File: config.mk
export PLATFORM = sky130hd
export DESIGN_NAME = mouse_axis_emu
export DESIGN_NICKNAME = d
export VERILOG_FILES = /design/src/rtl/mouse_axis_emu.sv
export SDC_FILE = /design/constraint.sdc
export NUM_CORES = 1
export LEC_CHECK = 0
export ABC_AREA = 0
export BUFFER_PORTS_ARGS = -buffer_cell sky130_fd_sc_hd__buf_4
export CORE_MARGIN = 1
export CORE_UTILIZATION = 41
export CTS_CLUSTER_DIAMETER = 200
export DETAILED_ROUTE_END_ITERATION = 12
export GPL_TIMING_DRIVEN = 1
export PLACE_DENSITY_LB_ADDON = 0.12
export SYNTH_ARGS = -nofsm -noshare
export SYNTH_HDL_FRONTEND = slang
export SYNTH_SLANG_ARGS = --single-unit
File: constraint.sdc
create_clock -name CLK_VIDEO -period 9.8 [get_ports CLK_VIDEO]
set_input_delay 1.96 -clock CLK_VIDEO [delete_from_list [all_inputs] [get_ports CLK_VIDEO]]
set_output_delay 1.96 -clock CLK_VIDEO [all_outputs]
set_load 0.1 [all_outputs]
File: src/rtl/mouse_axis_emu.sv
// mouse_axis_emu: turns PS/2 mouse packets into saturating signed analog axes and fire buttons,
// yielding to a physical stick whenever one reports a non-zero value.
module mouse_axis_emu #(
   parameter int AXIS_W    = 8,
   parameter int DELTA_MAX = 10,
   parameter int DECAY_W   = 16
) (
   input  logic                     CLK_VIDEO,
   input  logic                     reset,
   input  logic [24:0]              ps2_mouse,
   input  logic [15:0]              joya,
   input  logic                     halt,
   input  logic                     invert_y,
   input  logic [1:0]               sens,
   input  logic                     mode,
   output logic                     active,
   output logic signed [AXIS_W-1:0] axis_x,
   output logic signed [AXIS_W-1:0] axis_y,
   output logic [1:0]               btn
);
   localparam int S = AXIS_W + 2;
   localparam logic signed [11:0]       DMAX = 12'(DELTA_MAX);
   localparam logic signed [S-1:0]      SMAX = S'(2 ** (AXIS_W - 1) - 1);
   localparam logic signed [S-1:0]      SMIN = -SMAX - S'(1);
   localparam logic signed [AXIS_W-1:0] ONE  = AXIS_W'(1);

   logic                     old_stb_q, old_stb_d;
   logic                     active_q, active_d;
   logic signed [AXIS_W-1:0] x_q, x_d, y_q, y_d;
   logic [1:0]               btn_q, btn_d;
   logic [DECAY_W-1:0]       cnt_q, cnt_d;
   logic                     pkt, ovr, tick;

   function automatic logic signed [11:0] delta(input logic s, input logic [7:0] b,
                                                input logic [1:0] sh, input logic neg);
      logic signed [11:0] raw, d;
      raw = {{4{s}}, b};
      d = (raw >>> 1) <<< sh;
      d = (d > DMAX) ? DMAX : (d < -DMAX) ? -DMAX : d;
      return neg ? -d : d;
   endfunction

   // widened sum cannot wrap, so a plain compare saturates it
   function automatic logic signed [AXIS_W-1:0] acc(input logic signed [AXIS_W-1:0] a,
                                                    input logic signed [11:0] d);
      logic signed [S-1:0] s;
      s = S'(a) + S'(d);
      s = (s > SMAX) ? SMAX : (s < SMIN) ? SMIN : s;
      return AXIS_W'(s);
   endfunction

   function automatic logic signed [AXIS_W-1:0] toward0(input logic signed [AXIS_W-1:0] a);
      return (a < 0) ? a + ONE : (a > 0) ? a - ONE : a;
   endfunction

   always_comb begin
      pkt       = ps2_mouse[24] != old_stb_q;
      ovr       = (|joya) || halt;
      tick      = mode && active_q && (&cnt_q);
      old_stb_d = ps2_mouse[24];
      active_d  = active_q;
      x_d       = x_q;
      y_d       = y_q;
      btn_d     = btn_q;
      cnt_d     = (mode && active_q) ? cnt_q + DECAY_W'(1) : '0;
      if (ovr) begin
         active_d = 1'b0;
         x_d      = '0;
         y_d      = '0;
         btn_d    = '0;
         cnt_d    = '0;
      end else if (pkt) begin
         active_d = 1'b1;
         x_d      = acc(x_q, delta(ps2_mouse[4], ps2_mouse[15:8], sens, 1'b0));
         y_d      = acc(y_q, delta(ps2_mouse[5], ps2_mouse[23:16], sens, invert_y));
         btn_d    = ps2_mouse[1:0];
      end else if (tick) begin
         x_d = toward0(x_q);
         y_d = toward0(y_q);
      end
   end

   always_ff @(posedge CLK_VIDEO) begin
      old_stb_q <= old_stb_d;
      if (reset) begin
         active_q <= 1'b0;
         x_q      <= '0;
         y_q      <= '0;
         btn_q    <= '0;
         cnt_q    <= '0;
      end else begin
         active_q <= active_d;
         x_q      <= x_d;
         y_q      <= y_d;
         btn_q    <= btn_d;
         cnt_q    <= cnt_d;
      end
   end

   assign active = active_q;
   assign axis_x = x_q;
   assign axis_y = y_q;
   assign btn    = btn_q;
endmodule

# Word level (Yosys, flattened, before mapping)
# Cells that the tools add are included.
[word_totals]
ff_bits = 36
input_bits = 48
out_inout_bits = 19
[op_classes]
n_addsub = 8
magnitude_cmp = 12
eq_ne = 1
n_shift = 2
muxes = 17
bitwise = 1
n_reduce_logical = 12
[ops]
columns = ["operator", "n"]
rows = [
  ["$mux W8", 12],
  ["$mux W10", 5],
  ["$gt A12 B5 Y1 const B", 2],
  ["$lt A12 B5 Y1 const B", 2],
  ["$sshl A8 B2 Y12", 2],
  ["$add A8 B10 Y10", 2],
  ["$gt A10 B8 Y1 const B", 2],
  ["$lt A10 B8 Y1 const B", 2],
  ["$add A16 B1 Y16 const B", 1],
  ["$add A8 B2 Y8 const B", 2],
  ["$gt A8 B1 Y1 const B", 2],
  ["$lt A8 B1 Y1 const B", 2],
  ["$reduce_and A16 Y1", 1],
  ["$reduce_or A16 Y1", 1],
  ["$sub A8 B2 Y8 const B", 2],
  ["$neg A10 Y10", 1],
  ["$reduce_bool A3 Y1", 2],
  ["$reduce_and A2 Y1", 2],
  ["$reduce_or A3 Y1", 1],
  ["$logic_and A1 B1 Y1", 2],
  ["$reduce_bool A2 Y1", 1],
  ["$reduce_or A2 Y1", 1],
  ["$logic_or A1 B1 Y1", 1],
  ["$ne A1 B1 Y1", 1],
  ["$not A1 Y1", 1],
]

# Longest topological paths before layout
[depth]
depth_word = 11
mapped_depth = 25

# Worst setup path before layout
# Ideal clock, no wire load.
[synth_path]
path_type = "in2reg"
startpoint = "in sens[1]"
endpoint = "reg y_q[1] (netlist: axis_y[1])"
setup_ps = 84
arrival_ps = 6465
required_time_ps = 9716
slack_ps = 3251
stages = 20
n_path_buf = 1
cell_sequence = "buf_1 > mux4_2 > o21bai_1 > a2111o_1 > or3_1 > mux2i_1 > and3_1 > inv_1 > ha_1 > mux2_2 > ha_1 > a211oi_1 > o211ai_1 > a21oi_1 > mux2i_1 > o21ba_2 > o311ai_1 > o21ai_4 > nor2_1 > o31ai_2"
[synth_via]
elab_chain_cells = 11
word_cells_on_any_way = 13
cone_classes = "2 x add/sub; 4 x order compare; 1 x shift; 6 x mux"
[synth_rtl]
columns = ["item", "line_no", "rtl"]
rows = [
  ["start: declaration", "14", "input logic [1:0] sens,"],
  ["$sshl A8 B2 Y12 *", "38", "d = (raw >>> 1) <<< sh;"],
  ["$lt A12 B5 Y1", "39", "d = (d > DMAX) ? DMAX : (d < -DMAX) ? -DMAX : d;"],
  ["$mux W10", "39", ""],
  ["$mux W10 *", "39", ""],
  ["$neg A10 Y10", "40", "return neg ? -d : d;"],
  ["$mux W10 *", "40", ""],
  ["$add A8 B10 Y10 *", "47", "s = S'(a) + S'(d);"],
  ["$lt A10 B8 Y1", "48", "s = (s > SMAX) ? SMAX : (s < SMIN) ? SMIN : s;"],
  ["$mux W8", "48", ""],
  ["$mux W8 *", "48", ""],
  ["$mux W8 *", "72", "end else if (pkt) begin"],
  ["end signal: assignment", "94", "y_q <= y_d;"],
  ["end: declaration", "29", "logic signed [AXIS_W-1:0] x_q, x_d, y_q, y_d;"],
]
# Mark *: on every way between the ends. The rest lies on a longest branch, timed or not.
# A chain may end at the register's enable or synchronous reset.

# Final worst setup path
[layout_path]
startpoint = "in sens[0]"
endpoint = "reg y_q[1] (netlist: axis_y[1])"
# Same word-level chain as after synthesis.

==> impl_metrics.ini <==
[worst_setup_path]
r2r_cells = 10
r2r-start = axis_y[1]
worst-setup-path-type = input port to register
cp.arrival_ps = 7240
cp_max_fo = 32
critPathCaptureType = register
cp-start-kind = input port
crit_path_start = sens[0]
cp.required_ps = 10010

[clock_tree]
cts_tree = yes
clkTransAtPathRegs_ps = 80
cts-root-buf = clkbuf_8
cts_sinks = 36
h-tree-depth = 2
clockBufferDepth = 2
clock_latency_ps = 290
post_cts_buffers = 0
ctsResizeCount = 0
numCtsBuffers = 5
cts_hold_buf = 0

[cells_and_area]
area_growth_syn_to_layout_pct = 16.9
antenna_cells = 0
nNetsFinal = 663
layout.cells.non_filler = 688
final_core_util_pct = 49.1
drive_above_1_share_pct = 15.3

[floorplanning]
fp.dieH_um = 99.1
die_w_um = 99.1
num_rows = 35
start_util_pct = 42.0
io_pins = 67
die_area_um2 = 9810
coreArea_um2 = 9200

[worst_hold_path]
hp-start = cnt_q[0]
hold_class = register to register
hold_depth = 1

[logic_synthesis]
avgSynthCellArea_um2 = 7.34
synth_edf_count = 0
synthTopCellsByCount = nor2_1, nand2_1, a21oi_1, dfxtp_1, ha_1
ys_seq_elements = 36
synth.net_count = 613
yosys.area.top_type = dfxtp_1
synth-main-ff-cell = dfxtp_1
syn_area_um2 = 3860
synth.most_common_cell = nor2_1
netlist_top_cells_area = dfxtp_1, ha_1, nor2_1
synthCells = 526
ys_types = 64
yosysWarnings = 0
yosysTopAreaCellShare_pct = 18.7
synthArstFlopShare_pct = 0
synth_seq_area_share_pct = 18.7

[sta]
rsz0062_at_grt = false
fin_crit_ps = 7030
fin_setup_tns_ps = 0
timing.fmax_mhz = 142
fin_crit_sh_pct = 71.8
tightest_slew_ps = 893
setup_violations = 0
finalHoldViolations = 0
worst_hold_slack_ps = 452
slew_headroom_pct = 40.0
drv_slew = 0
fin_skew_ps = 8.57

[global_routing]
grt_use_total_pct = 19.6
grt-ovfl-total = 0
grt_pass1_vias = 3484
grt_max_degree = 33
antenna_found_initial = 0
grt_pass1_wl_um = 15800

[power]
pwr_density_cell_nw_per_um2 = 81.6
vdd_drop_max_mv = 0.0531
p_leak_nw = 1.91

[routing]
drt_drc_violations_left = 0
num_vias = 3783
wl_per_cell_um = 13.5
first_pass_iters = 4
drtIter0Drc = 111
routed_wl_um = 9300
ant_nets = 0
viasPerCell = 5.50

[job]
max_cap_violations = 0

[place]
place_congestion = 0.851
dp_hpwl_um = 7290
port_buffers = 60
dp.cells = 680

[run_status]
status = finished, final reports clean
-- kinds of logic after synthesis --
group | synth area share (%)
AOI/OAI and AO/OA | 25.4
and+or+nand+nor | 25.7
DFF | 18.7
adders and majority gates | 13.4
muxes | 4.54
buffers and inverters | 4.18
xor gates and xnor gates | 8.13
-- path summary, 6_finish.rpt --
check,end,slack (ps)
worst max register to register,axis_y[1],6840
worst min-delay path,cnt_q[0],450
worst max-delay path,axis_y[1],2770
worst min register to register,cnt_q[0],450
-- flip-flops by register name, indices dropped and copies added, names as in the netlist --
name,flops
active,1
axis_x,8
axis_y,8
btn,2
cnt_q,16
old_stb_q,1
-- worst max-delay path, cell delays in order --
cell and delay, ps:
buf_4 290, mux4_2 560, o21bai_1 170, a2111o_1 450
or3_1 420, mux2i_1 220, and3_1 210, inv_1 50
ha_1 270, mux2_2 290, ha_1 290, a211oi_1 340
o211ai_1 180, a21oi_1 460, mux2i_1 130, o21ba_2 240
o311ai_1 170, o21ai_4 240, nor2_1 70, o31ai_2 240
-- layer usage --
metal | vias to the layer above | global-route usage [%] | wire, µm
li1 | 1991 | - | -
met1 | 1734 | 26.2 | 4590
met2 | 49 | 33.6 | 4400
met3 | 9 | 2.34 | 208
met4 | 0 | 4.64 | 98
met5 | - | 0 | 0
-- layout make-up --
| type | count | area [µm²] |
|---|---|---|
| tap | 111 | 139 |
| clock buffer | 5 | 68.8 |
| multi-input combinational | 447 | 2990 |
| fill | 950 | 4680 |
| sequential | 36 | 721 |
| clock inverter | 3 | 42.5 |
| inverter | 24 | 90.1 |
| timing repair buffer | 62 | 465 |
-- power breakdown --
group	total [mW]	switching, mW	internal (mW)	leakage (nW)
clock	0.130	0.0545	0.0752	0.0541
sequential	0.147	0.000253	0.146	0.290
combinational	0.0920	0.0519	0.0401	1.56
-- through the flow --
step	total power, mW	instance area [µm²]	setup slack [ps]
floorplan	0.212	3860	3250
global placement	0.241	4400	2590
detailed placement	0.242	4400	2520
CTS	0.371	4510	2800
global route	0.388	4510	2410
finish	0.368	4510	2770
-- placed cells by master (no fill, tap or decap), drive strengths merged, types with 5 or more instances in the layout --
cell,n
o211ai,10
nand2,48
xnor2,25
nand2b,10
o21a,7
xor2,10
nand3,21
nor3,10
or3,6
inv,24
buf,62
nor4,6
o21ai,37
ha,35
a21o,10
clkbuf,5
nor2,69
dfxtp,36
nor2b,16
a21oi,47
mux2i,7
a31oi,7
No activity file was read; power rests on OpenSTA's default activity.
